File: src/rtl/mul_div_unit_pkg.sv
// mul_div_unit_pkg: op encodings, FSM states and sizing shared by mul_div_unit
package mul_div_unit_pkg;
  localparam int MD_WIDTH = 32;
  localparam int MD_ITERS = MD_WIDTH;
  typedef enum logic [2:0] {
    MD_MULT  = 3'd0,
    MD_MULTU = 3'd1,
    MD_DIV   = 3'd2,
    MD_DIVU  = 3'd3,
    MD_MTHI  = 3'd4,
    MD_MTLO  = 3'd5
  } md_op_e;
  typedef enum logic [1:0] {IDLE, CALC, FIX} md_state_e;
endpackage

File: src/rtl/mul_div_unit.sv
// mul_div_unit: iterative shift-add multiply / restoring divide owning HI and LO
module mul_div_unit
  import mul_div_unit_pkg::*;
#(
  parameter int data_width = MD_WIDTH
) (
  input  logic                  clk,
  input  logic                  rst,
  input  logic                  start,
  input  logic [2:0]            op,
  input  logic [data_width-1:0] src_a,
  input  logic [data_width-1:0] src_b,
  output logic                  busy,
  output logic                  done,
  output logic [data_width-1:0] hi_reg,
  output logic [data_width-1:0] lo_reg
);
  localparam int dw = data_width;
  localparam int cw = $clog2(MD_ITERS * dw / MD_WIDTH);
  md_state_e state, state_n;
  logic [cw-1:0] cnt;
  logic [dw-1:0] m, a_abs, b_abs, div_rem;
  logic [2*dw-1:0] acc, acc_next, prod_fix;
  logic [dw:0] mul_sum;
  logic sgn, is_div, neg_q, neg_r, dz, div_borrow, accept;
  assign sgn = !op[0] && !op[2];
  assign a_abs = (sgn && src_a[dw-1]) ? -src_a : src_a;
  assign b_abs = (sgn && src_b[dw-1]) ? -src_b : src_b;
  assign accept = state == IDLE && start;
  assign busy = state != IDLE;
  assign mul_sum = {1'b0, acc[2*dw-1:dw]} + (acc[0] ? {1'b0, m} : '0);
  assign div_borrow = acc[2*dw-1:dw-1] < {1'b0, m};
  assign div_rem = acc[2*dw-2:dw-1] - m;
  assign prod_fix = neg_q ? -acc : acc;
  always_comb begin
    acc_next = is_div ? (div_borrow ? {acc[2*dw-2:0], 1'b0} : {div_rem, acc[dw-2:0], 1'b1})
                      : {mul_sum, acc[dw-1:1]};
    state_n = state == IDLE ? ((start && !op[2]) ? CALC : IDLE)
            : state == CALC ? ((cnt == cw'(dw - 1)) ? FIX : CALC)
            : IDLE;
  end
  always_ff @(posedge clk) begin
    if (rst) state <= IDLE;
    else state <= state_n;
  end
  always_ff @(posedge clk) begin
    if (accept && !op[2]) begin
      is_div <= op[1];
      m      <= op[1] ? b_abs : a_abs;
      acc    <= {{dw{1'b0}}, op[1] ? a_abs : b_abs};
      neg_q  <= sgn && (src_a[dw-1] ^ src_b[dw-1]);
      neg_r  <= sgn && src_a[dw-1];
      dz     <= src_b == '0;
      cnt    <= '0;
    end else if (state == CALC) begin
      acc <= acc_next;
      cnt <= cnt + 1'b1;
    end
  end
  always_ff @(posedge clk) begin
    if (rst) begin
      hi_reg <= '0;
      lo_reg <= '0;
      done   <= 1'b0;
    end else begin
      done <= state == FIX;
      if (accept && op == MD_MTHI) hi_reg <= src_a;
      if (accept && op == MD_MTLO) lo_reg <= src_a;
      if (state == FIX) begin
        hi_reg <= is_div ? (neg_r ? -acc[2*dw-1:dw] : acc[2*dw-1:dw]) : prod_fix[2*dw-1:dw];
        lo_reg <= is_div ? (dz ? '1 : neg_q ? -acc[dw-1:0] : acc[dw-1:0]) : prod_fix[dw-1:0];
      end
    end
  end
endmodule

File: config.mk
export PLATFORM = sky130hd
export DESIGN_NAME = mul_div_unit
export DESIGN_NICKNAME = d
export VERILOG_FILES = /design/src/rtl/mul_div_unit_pkg.sv /design/src/rtl/mul_div_unit.sv
export SDC_FILE = /design/constraint.sdc
export NUM_CORES = 1
export LEC_CHECK = 0
export ABC_AREA = 1
export ABC_CLOCK_PERIOD_IN_PS = 8200
export BUFFER_PORTS_ARGS = -buffer_cell sky130_fd_sc_hd__buf_2
export CORE_MARGIN = 1.5
export CORE_UTILIZATION = 35
export DETAILED_ROUTE_END_ITERATION = 6
export GPL_TIMING_DRIVEN = 0
export PLACE_DENSITY = 0.48
export SKIP_CTS_REPAIR_TIMING = 1
export SLEW_MARGIN = 20
export SYNTH_ARGS = -nofsm -noshare
export SYNTH_HDL_FRONTEND = slang
export SYNTH_SLANG_ARGS = --single-unit
File: constraint.sdc
create_clock -name clk -period 8.2 [get_ports clk]
set_clock_uncertainty 0.2 [all_clocks]
set_input_delay 0.41 -clock clk [delete_from_list [all_inputs] [get_ports clk]]
set_output_delay 0.41 -clock clk [all_outputs]
set_load 0.01 [all_outputs]
Word-level counts from Yosys, hierarchy flattened --
Cells that the tools add are included.
Storage, ports and cells: register bits after elaboration 172, input port bits 70, output and inout bits 66, word-level logic and storage cells 67
Cells by class: reductions and logical operators 17, add/sub/neg operators 8, muxes and demuxes 23, bitwise logic cells 1, equal/unequal tests 5, magnitude comparators 1
Operators by type and width (number):
- two-way mux 32 bit | 16
- two-way mux 64 bit | 3
- negator 32 bit | 4
- negator 64 bit | 1
- adder 32 x 32 -> 33 bit | 1
- < comparator 33 x 32 -> 1 bit | 1
- logical NOT 32 bit | 1
- subtractor 32 bit | 1
- logical AND 1 bit | 9
- nonzero test 2 bit | 4
- == test 3 bit, second input constant | 2
- two-way mux 2 bit | 3
- adder 5 x 1 -> 5 bit, second input constant | 1
- == test 5 bit, second input constant | 1
- == test 2 x 1 -> 1 bit, second input constant | 1
- == test 2 bit, second input constant | 1
- logical NOT 1 bit | 2
- logical NOT 2 bit | 1
- two-way mux 1 bit | 1
- bitwise XOR 1 bit | 1

Logic depth before layout (Yosys ltp) --
word-level depth 6, mapped depth 19, mapped depth without buffers 17

Worst setup path before layout --
No wires, ideal clock.
path kind flip-flop to flip-flop, from register acc[0], to register acc[41], path slack 5615 ps, buffers on the path 2, data required time 7891 ps, data arrival time 2277 ps, clock period less this slack 2585 ps, library setup time 109 ps, cell stages (with the launch flop) 18, path through edfxtp_1 buf_6 clkbuf_1 nand2_1 inv_1 ha_1 fa_1 nand3_1 nand2_1 nand2_1 nand2_1 nand2_1 nand2_1 o21ai_0 nand2_1 nand3b_1 nand2_1 inv_1
On the way: word-level cells in the longest chain between the ends 3
RTL lines:
- from (decl) | line mul_div_unit.sv:23 | logic [2*dw-1:0] acc, acc_next, prod_fix;
- from (signal assigned) | line mul_div_unit.sv:50 | acc <= {{dw{1'b0}}, op[1] ? a_abs : b_abs};
- from (signal assigned) | line mul_div_unit.sv:56 | acc <= acc_next;
- two-way mux 32 bit | line mul_div_unit.sv:31 | assign mul_sum = {1'b0, acc[2*dw-1:dw]} + (acc[0] ? {1'b0, m} : '0);
- adder 32 x 32 -> 33 bit | line mul_div_unit.sv:31
- two-way mux 64 bit | line mul_div_unit.sv:36 | acc_next = is_div ? (div_borrow ? {acc[2*dw-2:0], 1'b0} : {div_rem, acc[dw-2:0], 1'b1})
Every way passes these cells. A chain may end at the register's enable or synchronous reset.

Final worst setup path --
from register acc[0], to register acc[44]
The elaborated chain is that of the path after synthesis.

==> flow_summary.ini <==
[detailed_routing]
routed_wl_mm = 89.8
drt_iter0_drc = 2111
wl_per_cell_um = 23.1
drc_errors = 0
first_pass_iters = 6
ant_nets = 0
viasPerCell = 5.46
vias = 21206

[timing]
finalHoldViolCount = 0
relSlewSlack_pct = 24.4
tightest_slew_ns = 1.13
tns_ns = 0
fin_crit_sh_pct = 41.8
setup_viol = 0
hold_slack_ns = 0.0734
slew_viol_final = 0
fmax_mhz = 292
period_minus_slack_ns = 3.43
rsz0062_at_grt = no

[critical_path]
critPathMostFrequentCell = nand2_1
reg2reg_slack_ns = 4.77
path_max_fanout = 10
path_class = reg -> reg
cpPeakStageDelay_ns = 0.35
worstSetupStartpointType = flip-flop
critPathSlowestCell = edfxtp_1
worst_ep_required_time_ns = 8.39
cp.arrival_ns = 3.62
critPathCaptureType = flip-flop
cp_cell_sequence = buf_6 > clkbuf_1 > nand2_1 > inv_1 > ha_1 > nand2_1 > inv_1 > a21oi_1 > nand3_1 > nand2_1 > nand2_1 > or2_2 > a21oi_1 > nand3_1 > nand2_1 > inv_1
reg2regPathDepth = 16

[die]
die_w_um = 228
die-area_um2 = 51800
floorplan.initialDensity_pct = 35.3
io_pins = 136
die_h_um = 228
core_um2 = 50000
num_rows = 82

[hold_path]
hold_depth = 3
hold_path_class = in -> reg

[power_and_ir_drop]
finalPower_mw = 3.69
p_per_area_nw_per_um2 = 186
ir_drop_mv = 0.170
p_leak_nw = 9.93

[grt]
antenna_found_initial = 3
grt_max_degree = 46
grt_pass1_wl_mm = 128
grt.total_usage_pct = 34.5
overflow = 0
grt_pass1_vias = 19809

[placement]
gp_congestion = 0.979
portBuffers = 135
placed_cell_area_um2 = 19200
hpwl_mm = 76.2

[flow_run]
drv_cap = 0

[run_status]
run_status = complete, no violations

[clock_network]
cts_made_buffers = 17
cts_tree = done
path_clk_slew_ns = 0.09
clkSinkCount = 172
clock-root-buffer = clkbuf_16
clkLatencyLatePin_ns = 0.49
clk_path_buf_depth = 2
htreeDepth = 4

[synthesis]
synth_edf_count = 68
synth_area_leaders = nand2_1, dfxtp_1, edfxtp_1, inv_1, o21ai_0
yosysSeqAreaShare_pct = 23.4
synth_area_um2 = 17700
synthCells = 3040
yosysUniqueCellTypes = 52
ys_async_sr_fraction_pct = 0
yosysWarnings = 0
synth_nets = 3182
synth_top_area_share_pct = 19.4
syn_area_per_cell_um2 = 5.81
synth_area_leader_cell = nand2_1
synth_ff_type = dfxtp_1
synth-seq-cells = 172

[finish]
nNetsFinal = 3338
drive_gt1_share_pct = 8.10
final_area_um2 = 19800
regMostFlops = acc
synthToLayoutAreaGrowth_pct = 12.4
largest_reg_flops = 64
==> synth_stat cells, types with 31 or more instances <==
| master | n |
|---|---|
| edfxtp_1 | 68 |
| o21ai_0 | 249 |
| nor3_1 | 31 |
| nor2_1 | 316 |
| xor2_1 | 59 |
| a21oi_1 | 148 |
| nand2_1 | 914 |
| dfxtp_1 | 104 |
| ha_1 | 70 |
| inv_1 | 431 |
| nand3_1 | 243 |
| clkbuf_1 | 73 |
| nand4_1 | 59 |
==> worst paths after layout <==
path / from / endpoint
setup reg to reg: acc[0] / acc[44]
hold reg to reg: cnt[4] / cnt[4]
setup / recovery: acc[0] / acc[44]
hold / removal: src_a[5] / lo_reg[5]
==> final cells by class <==
cell class | count | area (µm²)
multi-input cells | 2311 | 11400
repair buffers | 137 | 696
plain buffers | 109 | 469
flip-flops and latches | 172 | 4120
clock buffers | 18 | 439
diodes | 1 | 2.50
fillers | 5745 | 30100
inverters | 448 | 1680
clock inverters | 14 | 200
well taps | 672 | 841
==> through the flow <==
step	instances	setup slack, ns	utilization, %
2_1_floorplan	3040	5.61	-
3_3_place_gp	3847	4.49	38.4
3_5_place_dp	3847	4.91	38.4
4_1_cts	3879	4.88	39.6
5_1_grt	3881	4.58	39.7
6_report	3882	4.77	39.7
==> placed cells by master (no fill, tap or decap), types with 15 or more instances in the layout <==
cell type,n
a21oi_1,148
a31oi_1,25
buf_1,15
buf_2,150
clkbuf_1,73
clkbuf_16,17
dfxtp_1,104
edfxtp_1,68
ha_1,70
inv_1,431
nand2_1,913
nand3_1,243
nand3b_1,16
nand4_1,59
nor2_1,316
nor3_1,31
o211ai_1,19
o21ai_0,249
o21ai_1,27
o31ai_1,24
xor2_1,59
==> cell families (layout without fill, tap and decap cells) <==
group | Yosys count | after routing | synth area share [%]
AOI/OAI and AO/OA | 522 | 522 | 16.1
buffers and inverters | 557 | 726 | 12.2
other | 0 | 1 | 0
xor gates and xnor gates | 70 | 70 | 3.47
and+or+nand+nor | 1646 | 1646 | 39.6
DFF | 172 | 172 | 23.4
adders and majority gates | 72 | 72 | 5.19
muxes | 1 | 1 | 0.0567
==> worst max-delay path, delay by kind of cell (launching register included) <==
kind                       cells  cell delay [ns]
buffers and inverters          5             0.71
adders and majority gates      1             0.28
AOI/OAI and AO/OA              2             0.45
DFF                            1             0.35
and+or+nand+nor                8             1.35
==> metal layers <==
layer	routed length [µm]	global-route usage, %	share of wire, %
met1	38000	44.0	42
met2	41100	56.8	46
met3	6070	5.42	6.8
met4	4600	16.7	5.1
met5	26	0	0.029
==> report_power, final <==
group	switching [mW]	leakage (nW)	internal, mW
logic	1.12	8.12	0.481
clock network	0.453	0.305	0.477
registers	0.188	1.50	0.979
total	1.76	9.93	1.94
Power figures use the tool's default switching activity.
